## src/rtl/xor16_arbiter_if.sv

```systemverilog
// Requester/consumer bundle for xor16_arbiter: packed operands, one-hot grant,
// and a valid/ready result port. Master = issue sources + consumer, slave = arbiter.
interface xor16_arbiter_if #(
   parameter int NREQ = 4,
   parameter int W    = 16,
   parameter int IDW  = 3
);
   logic [NREQ-1:0]   req;
   logic [NREQ*W-1:0] a_in;
   logic [NREQ*W-1:0] b_in;
   logic [NREQ-1:0]   gnt;
   logic [W-1:0]      out_data;
   logic [IDW-1:0]    out_id;
   logic              out_valid;
   logic              out_ready;
   logic              busy;

   modport master (
      output req, a_in, b_in, out_ready,
      input  gnt, out_data, out_id, out_valid, busy
   );

   modport slave (
      input  req, a_in, b_in, out_ready,
      output gnt, out_data, out_id, out_valid, busy
   );
endinterface

```

## src/rtl/xor16_arbiter.sv

```systemverilog
// Round-robin arbiter sharing one W-bit XOR stage among NREQ requesters, with a
// one-entry registered result slot. Define XOR16_ARB_PRIO0_EN to give requester 0 absolute priority.
module xor16_arbiter #(
   parameter int NREQ = 4,
   parameter int W    = 16,
   parameter int IDW  = 3
) (
   input  logic           clk,
   input  logic           reset,
   xor16_arbiter_if.slave bus
);
   typedef enum logic {S_EMPTY, S_FULL} slot_e;

   slot_e             r_state;
   logic [IDW-1:0]    r_rr_ptr;
   logic [W-1:0]      r_data;
   logic [IDW-1:0]    r_id;

   logic              w_slot_free;
   logic              w_grant;
   logic              w_prio0;
   logic [2*NREQ-1:0] w_req2;
   logic [NREQ-1:0]   w_rot;
   logic [IDW-1:0]    w_off;
   logic [IDW:0]      w_sum;
   logic [IDW-1:0]    w_sel;
   logic [IDW-1:0]    w_ptr_nxt;
   logic [NREQ-1:0]   w_gnt;
   logic [W-1:0]      w_xor;

   assign w_slot_free = (r_state == S_EMPTY) || bus.out_ready;
   assign w_grant     = !reset && w_slot_free && (|bus.req);

   // Rotate requests so bit 0 is the requester at rr_ptr; the first set bit is the offset.
   assign w_req2 = {bus.req, bus.req};
   assign w_rot  = NREQ'(w_req2 >> r_rr_ptr);

   // NOTE: every combinational output gets a default first, so no path infers a latch.
   always_comb begin
      w_off = '0;
      for (int k = NREQ - 1; k >= 0; k--) begin
         if (w_rot[k]) w_off = IDW'(k);
      end
   end

   assign w_sum = {1'b0, r_rr_ptr} + {1'b0, w_off};

   always_comb begin
      w_prio0 = 1'b0;
`ifdef XOR16_ARB_PRIO0_EN
      w_prio0 = bus.req[0];
`endif
      if (w_prio0)
         w_sel = '0;
      else if (w_sum >= (IDW+1)'(NREQ))
         w_sel = IDW'(w_sum - (IDW+1)'(NREQ));
      else
         w_sel = w_sum[IDW-1:0];
   end

   assign w_ptr_nxt = (w_sel == IDW'(NREQ - 1)) ? '0 : w_sel + 1'b1;
   assign w_gnt     = w_grant ? (NREQ'(1) << w_sel) : '0;

   always_comb begin
      w_xor = '0;
      for (int i = 0; i < NREQ; i++) begin
         if (w_gnt[i]) w_xor = bus.a_in[i*W +: W] ^ bus.b_in[i*W +: W];
      end
   end

   // NOTE: sequential state uses non-blocking assignments only, so all flops update together.
   always_ff @(posedge clk) begin
      if (reset) begin
         r_state  <= S_EMPTY;
         r_rr_ptr <= '0;
         r_data   <= '0;
         r_id     <= '0;
      end else if (w_grant) begin
         r_state <= S_FULL;
         r_data  <= w_xor;
         r_id    <= w_sel;
         if (!w_prio0) r_rr_ptr <= w_ptr_nxt;
      end else if (bus.out_ready) begin
         r_state <= S_EMPTY;
      end
   end

   assign bus.gnt       = w_gnt;
   assign bus.out_data  = r_data;
   assign bus.out_id    = r_id;
   assign bus.out_valid = (r_state == S_FULL);
   assign bus.busy      = (r_state == S_FULL) || (|bus.req);
endmodule

```

## src/flat_wrapper.sv

```systemverilog
// flat-port wrapper written by rule: the top's interface ports become plain ports
module xor16_arbiter_flat 
#(
   parameter int NREQ = 4,
   parameter int W    = 16,
   parameter int IDW  = 3
)
  (clk, reset, bus_req, bus_a_in, bus_b_in, bus_out_ready, bus_gnt, bus_out_data, bus_out_id, bus_out_valid, bus_busy);
  xor16_arbiter_if #(.NREQ(NREQ), .W(W), .IDW(IDW)) bus_i ();
  input  logic clk;
  input  logic reset;
  input wire logic [$bits(bus_i.req)-1:0] bus_req;
  input wire logic [$bits(bus_i.a_in)-1:0] bus_a_in;
  input wire logic [$bits(bus_i.b_in)-1:0] bus_b_in;
  input wire logic [$bits(bus_i.out_ready)-1:0] bus_out_ready;
  output wire logic [$bits(bus_i.gnt)-1:0] bus_gnt;
  output wire logic [$bits(bus_i.out_data)-1:0] bus_out_data;
  output wire logic [$bits(bus_i.out_id)-1:0] bus_out_id;
  output wire logic [$bits(bus_i.out_valid)-1:0] bus_out_valid;
  output wire logic [$bits(bus_i.busy)-1:0] bus_busy;
  assign bus_i.req = bus_req;
  assign bus_i.a_in = bus_a_in;
  assign bus_i.b_in = bus_b_in;
  assign bus_i.out_ready = bus_out_ready;
  assign bus_gnt = bus_i.gnt;
  assign bus_out_data = bus_i.out_data;
  assign bus_out_id = bus_i.out_id;
  assign bus_out_valid = bus_i.out_valid;
  assign bus_busy = bus_i.busy;
  xor16_arbiter #(.NREQ(NREQ), .W(W), .IDW(IDW)) u_core (.clk(clk), .reset(reset), .bus(bus_i));
endmodule
```

## config.mk

```make
export PLATFORM = sky130hd
export DESIGN_NAME = xor16_arbiter_flat
export DESIGN_NICKNAME = d
export VERILOG_FILES = /design/src/rtl/xor16_arbiter_if.sv /design/src/rtl/xor16_arbiter.sv /design/src/flat_wrapper.sv
export SDC_FILE = /design/constraint.sdc
export NUM_CORES = 1
export LEC_CHECK = 0
export BUFFER_PORTS_ARGS = -buffer_cell sky130_fd_sc_hd__buf_2
export CORE_MARGIN = 2
export CORE_UTILIZATION = 35
export CTS_CLUSTER_DIAMETER = 150
export DETAILED_ROUTE_END_ITERATION = 8
export GPL_TIMING_DRIVEN = 0
export HOLD_SLACK_MARGIN = 0.03
export PLACE_DENSITY = 0.76
export REMOVE_ABC_BUFFERS = 1
export SLEW_MARGIN = 20
export SYNTH_ARGS = -nofsm -noshare
export SYNTH_HDL_FRONTEND = slang
export SYNTH_SLANG_ARGS = --single-unit
```

## constraint.sdc

```tcl
create_clock -name clk -period 3.45 [get_ports clk]
set_input_delay 0.345 -clock clk [delete_from_list [all_inputs] [get_ports clk]]
set_output_delay 0.345 -clock clk [all_outputs]
set_load 0.01 [all_outputs]
```

==> qor.csv, run 1 <==
metric;value;unit
drive_gt1_share;51.2;%
dp.cells;432;
drtPass1Iterations;4;
synth_warnings;0;
async_flop_share;0;%
slew_headroom;55.7;%
crit_buf_inv;2;
grt_max_degree;34;
hold_ws;0.431;ns
clock-sinks;23;
r2r_cells;12;
r2r-start;u_core.r_rr_ptr[0];
worstSetupPathType;register to output pin;
ys.flop_type;dfxtp_1;
worst_path_largest_cell_delay;0.61;ns
powerDensity;747;mW/mm²
hold_path_class;input port to register;
io_pins;160;
antenna_cells;0;
ff2ff_setup_slack;0.09;ns
io_buffer_count;159;
endpoint_kind;output pin;
hold_viol;0;
ant_nets;0;
design.die.area;0.00636;mm²
cp_cell_sequence;and3b_1 > a21oi_1 > o221a_2 > o22ai_1 > ha_1 > fa_2 > ha_2 > inv_1 > nor2_4 > buf_2;
r2r_end;u_core.bus.out_data[10];
die_y;79.7;µm
synthesis.area;0.00201;mm²
grt_pass1_wl;9770;µm
final_util;53.0;%
insertion_delay;0.26;ns
maxCapViolCount;0;
dp_slack;-0.908;ns
critPathRequiredTime;3.11;ns
cts_buffers;3;
grt_setup_unrepaired;true;
ys_seq_elements;23;
fin_skew;0.00330;ns
wl_per_cell;14.4;µm
netlist_top_cells_area;dfxtp_1, xor2_1, a2111oi_0;
core;0.00554;mm²
critPathTopFamily;adder cells;
clock_path_buffers;2;
grt_pass1_vias;2266;
chipWidth;79.7;µm
min_period_over_period;98.0;%
ys_top_cells_by_count;xor2_1, dfxtp_1, a2111oi_0, a221oi_1, xnor2_1;
antenna_found_initial;0;
setup_ws;0.0691;ns
cts_tree;yes;
gp_congestion;0.805;
dp_hpwl;4750;µm
cp-start-kind;register;
cts_max_level;1;
tightest_slew;0.664;ns
synthMostInstantiatedCell;xor2_1;
nets;510;
drc;0;
crit_path_max_fanout;17;
first_iter_violations;108;
synthCells;216;
synth_top_area_share;22.9;%
stdcell_count;439;
critPathLaunch;u_core.r_rr_ptr[0];
worstPathArrival;3.04;ns
synth-edff-count;0;
slowest_stage;fa_2;
cts_root_buffer;clkbuf_8;
status;finished, final reports clean;
finalCriticalPeriod;3.38;ns
leakage;1.42;nW
routed_via_density;5.10;
path_depth;10;
dr_total_vias;2238;
fmax;0.296;GHz
grtUsageTotal;19.4;%
yosys.area.top_type;dfxtp_1;
drt_wl_total;6330;µm
finalMaxSlewViolations;0;
peakVddDrop;0.000380;V
cts.clk_slew.worst_paths;0.08;ns
seq_area_frac_synth;22.9;%
synth.distinct_cells;36;
num_rows;27;
fin_setup_tns;0;ns
syn-mean-instance-area;9.30;µm²
overflow;0;
area_growth;46.4;%
final-setup-viol-count;0;
nFillCells;549;
floorplan.initialDensity;36.2;%
cp-endpoint;bus_gnt[3];
where the power goes:
part	internal [mW]	switching, mW
clock network	0.0823	0.0869
logic	0.763	0.857
registers	0.352	0.0561
total	1.20	1.00
through the flow:
stage / instance area [µm²] / total power, mW
2_1_floorplan: 1910 / 1.32
3_3_place_gp: 2790 / 1.72
3_5_place_dp: 2800 / 1.78
4_1_cts: 2930 / 2.16
5_1_grt: 2940 / 2.35
6_report: 2940 / 2.20
layer usage:
layer | vias to the layer above | global-route usage (%) | share of wire (%) | wire (µm)
li1 | 1113 | - | - | -
met2 | 111 | 38.7 | 52 | 3280
met1 | 1010 | 21.3 | 39 | 2470
met3 | 4 | 2.49 | 8.3 | 523
met5 | - | 0 | 0 | 0
met4 | 0 | 4.41 | 0.87 | 55
state kept, by name (all words and copies together), names as in the netlist:
register,count
u_core.r_rr_ptr,3
u_core.bus.out_data,16
u_core.bus.out_id,3
u_core.bus.out_valid,1
worst min path at each step:
stage | from | end | slack (ns) | depth (start not counted)
floorplan | reset | u_core.bus.out_id[0] | 0.41 | 1
global placement | u_core.bus.out_id[0] | u_core.bus.out_id[0] | 0.45 | 2
detailed placement | u_core.bus.out_id[0] | u_core.bus.out_id[0] | 0.45 | 2
CTS | reset | u_core.bus.out_id[2] | 0.43 | 2
global route | reset | u_core.bus.out_id[2] | 0.43 | 2
finish | reset | u_core.bus.out_id[2] | 0.43 | 2
final cells by class:
type / instances / area [µm²] / area share, %
clock buffer: 4 / 45.0 / 1.53
inverter: 8 / 30.0 / 1.02
tap: 72 / 90.1 / 3.07
timing repair buffer: 162 / 831 / 28.3
multi-input combinational: 170 / 1480 / 50.4
sequential: 23 / 462 / 15.7
layout by cell type, fill, tap and decap left out, types with 6 or more instances in the layout:
cell type    n
a221o_1      8
a221oi_1    16
a21oi_1      8
nand2_1     10
inv_1        8
buf_2      159
nor2_1       6
dfxtp_1     22
xnor2_1     16
xor2_1      48
a221o_2      8
a2111oi_0   12
cells by family (layout without fill, tap and decap cells):
logic type,count (synthesis),in the layout,share of synthesized area [%]
buffers and inverters,23,174,6.48
AO/OA/AOI/OAI,66,66,28.7
flip-flops,23,23,22.9
AND/OR/NAND/NOR,33,33,9.28
adder cells (fa/ha/maj),7,7,4.74
XOR/XNOR,64,64,27.9
repair_timing:
action,CTS,global route
setup endpoints to repair,19,15
gates resized for setup,10,5
setup buffers,3,0
pin swaps,1,0
hold buffers,0,0
No activity file was read; power rests on OpenSTA's default activity.
==> run 2: changes to the inputs <==
--- a/config.mk
+++ b/config.mk
@@ -5,6 +5,7 @@
 export SDC_FILE = /design/constraint.sdc
 export NUM_CORES = 1
 export LEC_CHECK = 0
+export ABC_AREA = 1
 export BUFFER_PORTS_ARGS = -buffer_cell sky130_fd_sc_hd__buf_2
 export CORE_MARGIN = 2
 export CORE_UTILIZATION = 35
@@ -12,7 +13,7 @@
 export DETAILED_ROUTE_END_ITERATION = 8
 export GPL_TIMING_DRIVEN = 0
 export HOLD_SLACK_MARGIN = 0.03
-export PLACE_DENSITY = 0.76
+export PLACE_DENSITY = 0.72
 export REMOVE_ABC_BUFFERS = 1
 export SLEW_MARGIN = 20
 export SYNTH_ARGS = -nofsm -noshare
==> run 2 against run 1 <==
Area after synthesis grew 19%. Sequential share of layout area shrank 1.5 points. Via count grew 22%. Register-to-register slack gained 0.23 ns. Clock power grew 5%. Synthesized cell count grew 53%. First-iteration DRC count shrank 9.3%. Sequential cell count is the same. Non-clock buffer count grew 3. Setup slack gained 0.10 ns. Worst hold slack lost 0.12 ns. Largest cell class unchanged. Largest power group unchanged. Highest routed layer unchanged.
==> qor.csv, run 2 <==
metric;value;unit;change
status;finished, final reports clean;;unchanged
layout_common_cells;buf_2, a21oi_1, nand2_1;;was buf_2, xor2_1, dfxtp_1
grt_max_degree;55;;was 34
num_rows;30;;was 27
floorplan.initialDensity;35.6;%;was 36.2%
hold_viol;0;;unchanged
whs_path_depth;2;;unchanged
fmax;0.305;GHz;was 0.296 GHz
crit_buf_inv;3;;was 2
drive_gt1_share;41.1;%;was 51.2%
dp_hpwl;5290;µm;was 4750 µm
ys.flop_type;dfxtp_1;;unchanged
synth_top_area_share;19.2;%;was 22.9%
overflow;0;;unchanged
io_pins;160;;unchanged
largest_register_ffs;16;;unchanged
ant_nets;0;;unchanged
ff2ff_setup_slack;0.32;ns;was 0.09 ns
r2r_end;u_core.bus.out_data[9];;was u_core.bus.out_data[10]
antenna_found_initial;0;;unchanged
routed_via_density;4.85;;was 5.10
nets;627;;was 510
yosys.area.top_type;dfxtp_1;;unchanged
hold_ws;0.308;ns;was 0.431 ns
grt-busiest-layer;met2;;unchanged
leakage;1.69;nW;was 1.42 nW
hold_path_class;input port to register;;unchanged
io_buffer_count;159;;unchanged
crit_path_max_fanout;18;;was 17
min_period_over_period;95.0;%;was 98.0%
dr_total_vias;2736;;was 2,238
cts_root_buffer;clkbuf_8;;unchanged
design.die.area;0.00752;mm²;was 0.00636 mm²
hold_buffers;0;;unchanged
die_y;86.7;µm;was 79.7 µm
antenna_cells;0;;unchanged
async_flop_share;0;%;unchanged
peakVddDrop;0.000207;V;was 0.000380 V
cts_tree;yes;;unchanged
worstPathArrival;2.93;ns;was 3.04 ns
seq_area_frac_synth;19.2;%;was 22.9%
use_met1;23.4;%;was 21.3%
insertion_delay;0.27;ns;was 0.26 ns
synthCells;331;;was 216
synth_warnings;0;;unchanged
dp_slack;-0.307;ns;was -0.908 ns
area_growth;35.8;%;was 46.4%
hold-path-endpoint;u_core.bus.out_id[2];;unchanged
worst_path_largest_cell_delay;0.58;ns;was 0.61 ns
final_util;48.4;%;was 53.0%
maxCapViolCount;0;;unchanged
drt_wl_total;7670;µm;was 6330 µm
syn-mean-instance-area;7.23;µm²;was 9.30 µm²
synthMostInstantiatedCell;a21oi_1;;was xor2_1
fin_setup_tns;0;ns;unchanged
ys_seq_elements;23;;unchanged
drtPass1Iterations;4;;unchanged
grt_pass1_wl;12000;µm;was 9770 µm
clock_path_buffers;2;;unchanged
nFillCells;697;;was 549
fin_skew;0.00571;ns;was 0.00330 ns
tightest_slew;0.808;ns;was 0.664 ns
cts.clk_slew.worst_paths;0.09;ns;was 0.08 ns
cpMostUsedCell;inv_1;;
r2r_cells;17;;was 12
hp-start;reset;;unchanged
cts_buffers;3;;unchanged
critPathTopFamily;adder cells;;unchanged
core;0.00672;mm²;was 0.00554 mm²
path_depth;13;;was 10
r2r-start;u_core.r_rr_ptr[0];;unchanged
slew_headroom;46.2;%;was 55.7%
clock-sinks;23;;unchanged
grt_setup_unrepaired;false;;was true
slowest_stage;fa_2;;unchanged
drc;0;;unchanged
cp_cell_sequence;o21a_1 > inv_1 > or2_1 > o21ai_1 > inv_1 > nand2_1 > a21oi_1 > ha_1 > fa_2 > ha_2 > nand2_4 > nor2_4 > buf_2;;was and3b_1 > a21oi_1 > o221a_2 > o22ai_1 > ha_1 > fa_2 > ha_2 > inv_1 > nor2_4 > buf_2
globalRouteMet2Util;38.0;%;was 38.7%
finalMaxSlewViolations;0;;unchanged
cp-start-kind;register;;unchanged
chipWidth;86.7;µm;was 79.7 µm
synthesis.area;0.00239;mm²;was 0.00201 mm²
cts_max_level;1;;unchanged
gp_congestion;0.756;;was 0.805
first_iter_violations;98;;was 108
synth-edff-count;0;;unchanged
wl_per_cell;13.6;µm;was 14.4 µm
endpoint_kind;output pin;;unchanged
grt_pass1_vias;2656;;was 2,266
netlist_top_cells_area;dfxtp_1, a21oi_1, xnor2_1;;was dfxtp_1, xor2_1, a2111oi_0
powerDensity;547;mW/mm²;was 747 mW/mm²
critPathRequiredTime;3.11;ns;about the same
finalPower;1.78;mW;was 2.20 mW
setup_ws;0.171;ns;was 0.0691 ns
met3_usage;3.43;%;was 2.49%
final_common_cell;buf_2;;unchanged
finalCriticalPeriod;3.28;ns;was 3.38 ns
synth.distinct_cells;29;;was 36
ys_top_cells_by_count;a21oi_1, nand2_1, inv_1;;was xor2_1, dfxtp_1, a2111oi_0, a221oi_1, xnor2_1
grtUsageTotal;20.5;%;was 19.4%
worstSetupPathType;register to output pin;;unchanged
final-setup-viol-count;0;;unchanged
[run 2: cell types whose count changed after synthesis, moves of 14 or more]
cell       change
a2111oi_0     -16
o21ai_0       +22
nand2_1       +39
a21oi_1       +49
a21oi_2       +14
inv_1         +25
xor2_1        -16
nand4_1       +16
a221oi_1      -16
xnor2_1       +16
[run 2: per-stage QoR]
step | area [µm²] | std cells
6_report | 3250 | 564
4_1_cts | 3210 | 561
2_1_floorplan | 2230 | 314
5_1_grt | 3250 | 564
3_5_place_dp | 3120 | 553
3_3_place_gp | 3120 | 553
[run 2: cell families (layout without fill, tap and decap cells)]
| kind of cell | after synthesis | after routing | synth area share (%) |
|---|---|---|---|
| simple gates | 86 | 87 | 17.4 |
| fa+ha+maj | 7 | 7 | 3.97 |
| xor+xnor | 64 | 64 | 23.4 |
| flops | 23 | 23 | 19.2 |
| buf+inv | 52 | 204 | 12.4 |
| compound gates | 99 | 99 | 23.6 |
[run 2: report_power, final]
part / switching (mW) / internal, mW
logic: 0.768 / 0.450
registers: 0.0484 / 0.335
clock network: 0.0956 / 0.0809
total: 0.912 / 0.866
[run 2: timing repair]
action / 4_1_cts / 5_1_grt
setup buffers: 3 / 3
resized for setup: 2 / 5
endpoints found under the setup margin: 19 / 18
pin swaps: 3 / 3
gates cloned: 1 / 0
[run 2: final cells by class]
| cell class | instances | area, µm² | share of cell area (%) |
|---|---|---|---|
| Tap cell | 80 | 100 | 3.08 |
| Timing Repair Buffer | 165 | 841 | 25.9 |
| Multi-Input combinational cell | 257 | 1670 | 51.4 |
| Clock buffer | 3 | 41.3 | 1.27 |
| Inverter | 35 | 131 | 4.04 |
| Sequential cell | 23 | 462 | 14.2 |
| Clock inverter | 1 | 5.00 | 0.154 |
[run 2: worst max path at each step]
stage	from	endpoint	slack, ns
6_report	u_core.r_rr_ptr[0]	bus_gnt[3]	0.17
5_1_grt	u_core.r_rr_ptr[0]	bus_gnt[3]	0.02
4_1_cts	u_core.r_rr_ptr[0]	bus_gnt[3]	0.04
3_5_place_dp	u_core.r_rr_ptr[0]	bus_gnt[3]	-0.31
3_3_place_gp	bus_req[3]	bus_gnt[3]	-0.25
2_1_floorplan	u_core.r_rr_ptr[0]	bus_gnt[3]	0.58
[run 2: metal layers]
metal | wire (µm) | share of wire [%]
met4 | 178 | 2.3
met5 | 0 | 0
met2 | 4000 | 52
met3 | 460 | 6.0
met1 | 3030 | 40
[run 2: worst reg2reg max path, stage by stage, from the launching register on]
cell and delay, ns:
dfxtp_2 0.43, o21a_1 0.18, inv_1 0.04, or2_1 0.19, o21ai_1 0.11, inv_1 0.06
nand2_1 0.06, a21oi_1 0.07, ha_1 0.22, fa_2 0.47, inv_1 0.11, ha_1 0.15
inv_1 0.07, a21oi_4 0.44, nand4_1 0.17, nand2_1 0.15, nand2_1 0.07, a21oi_2 0.10
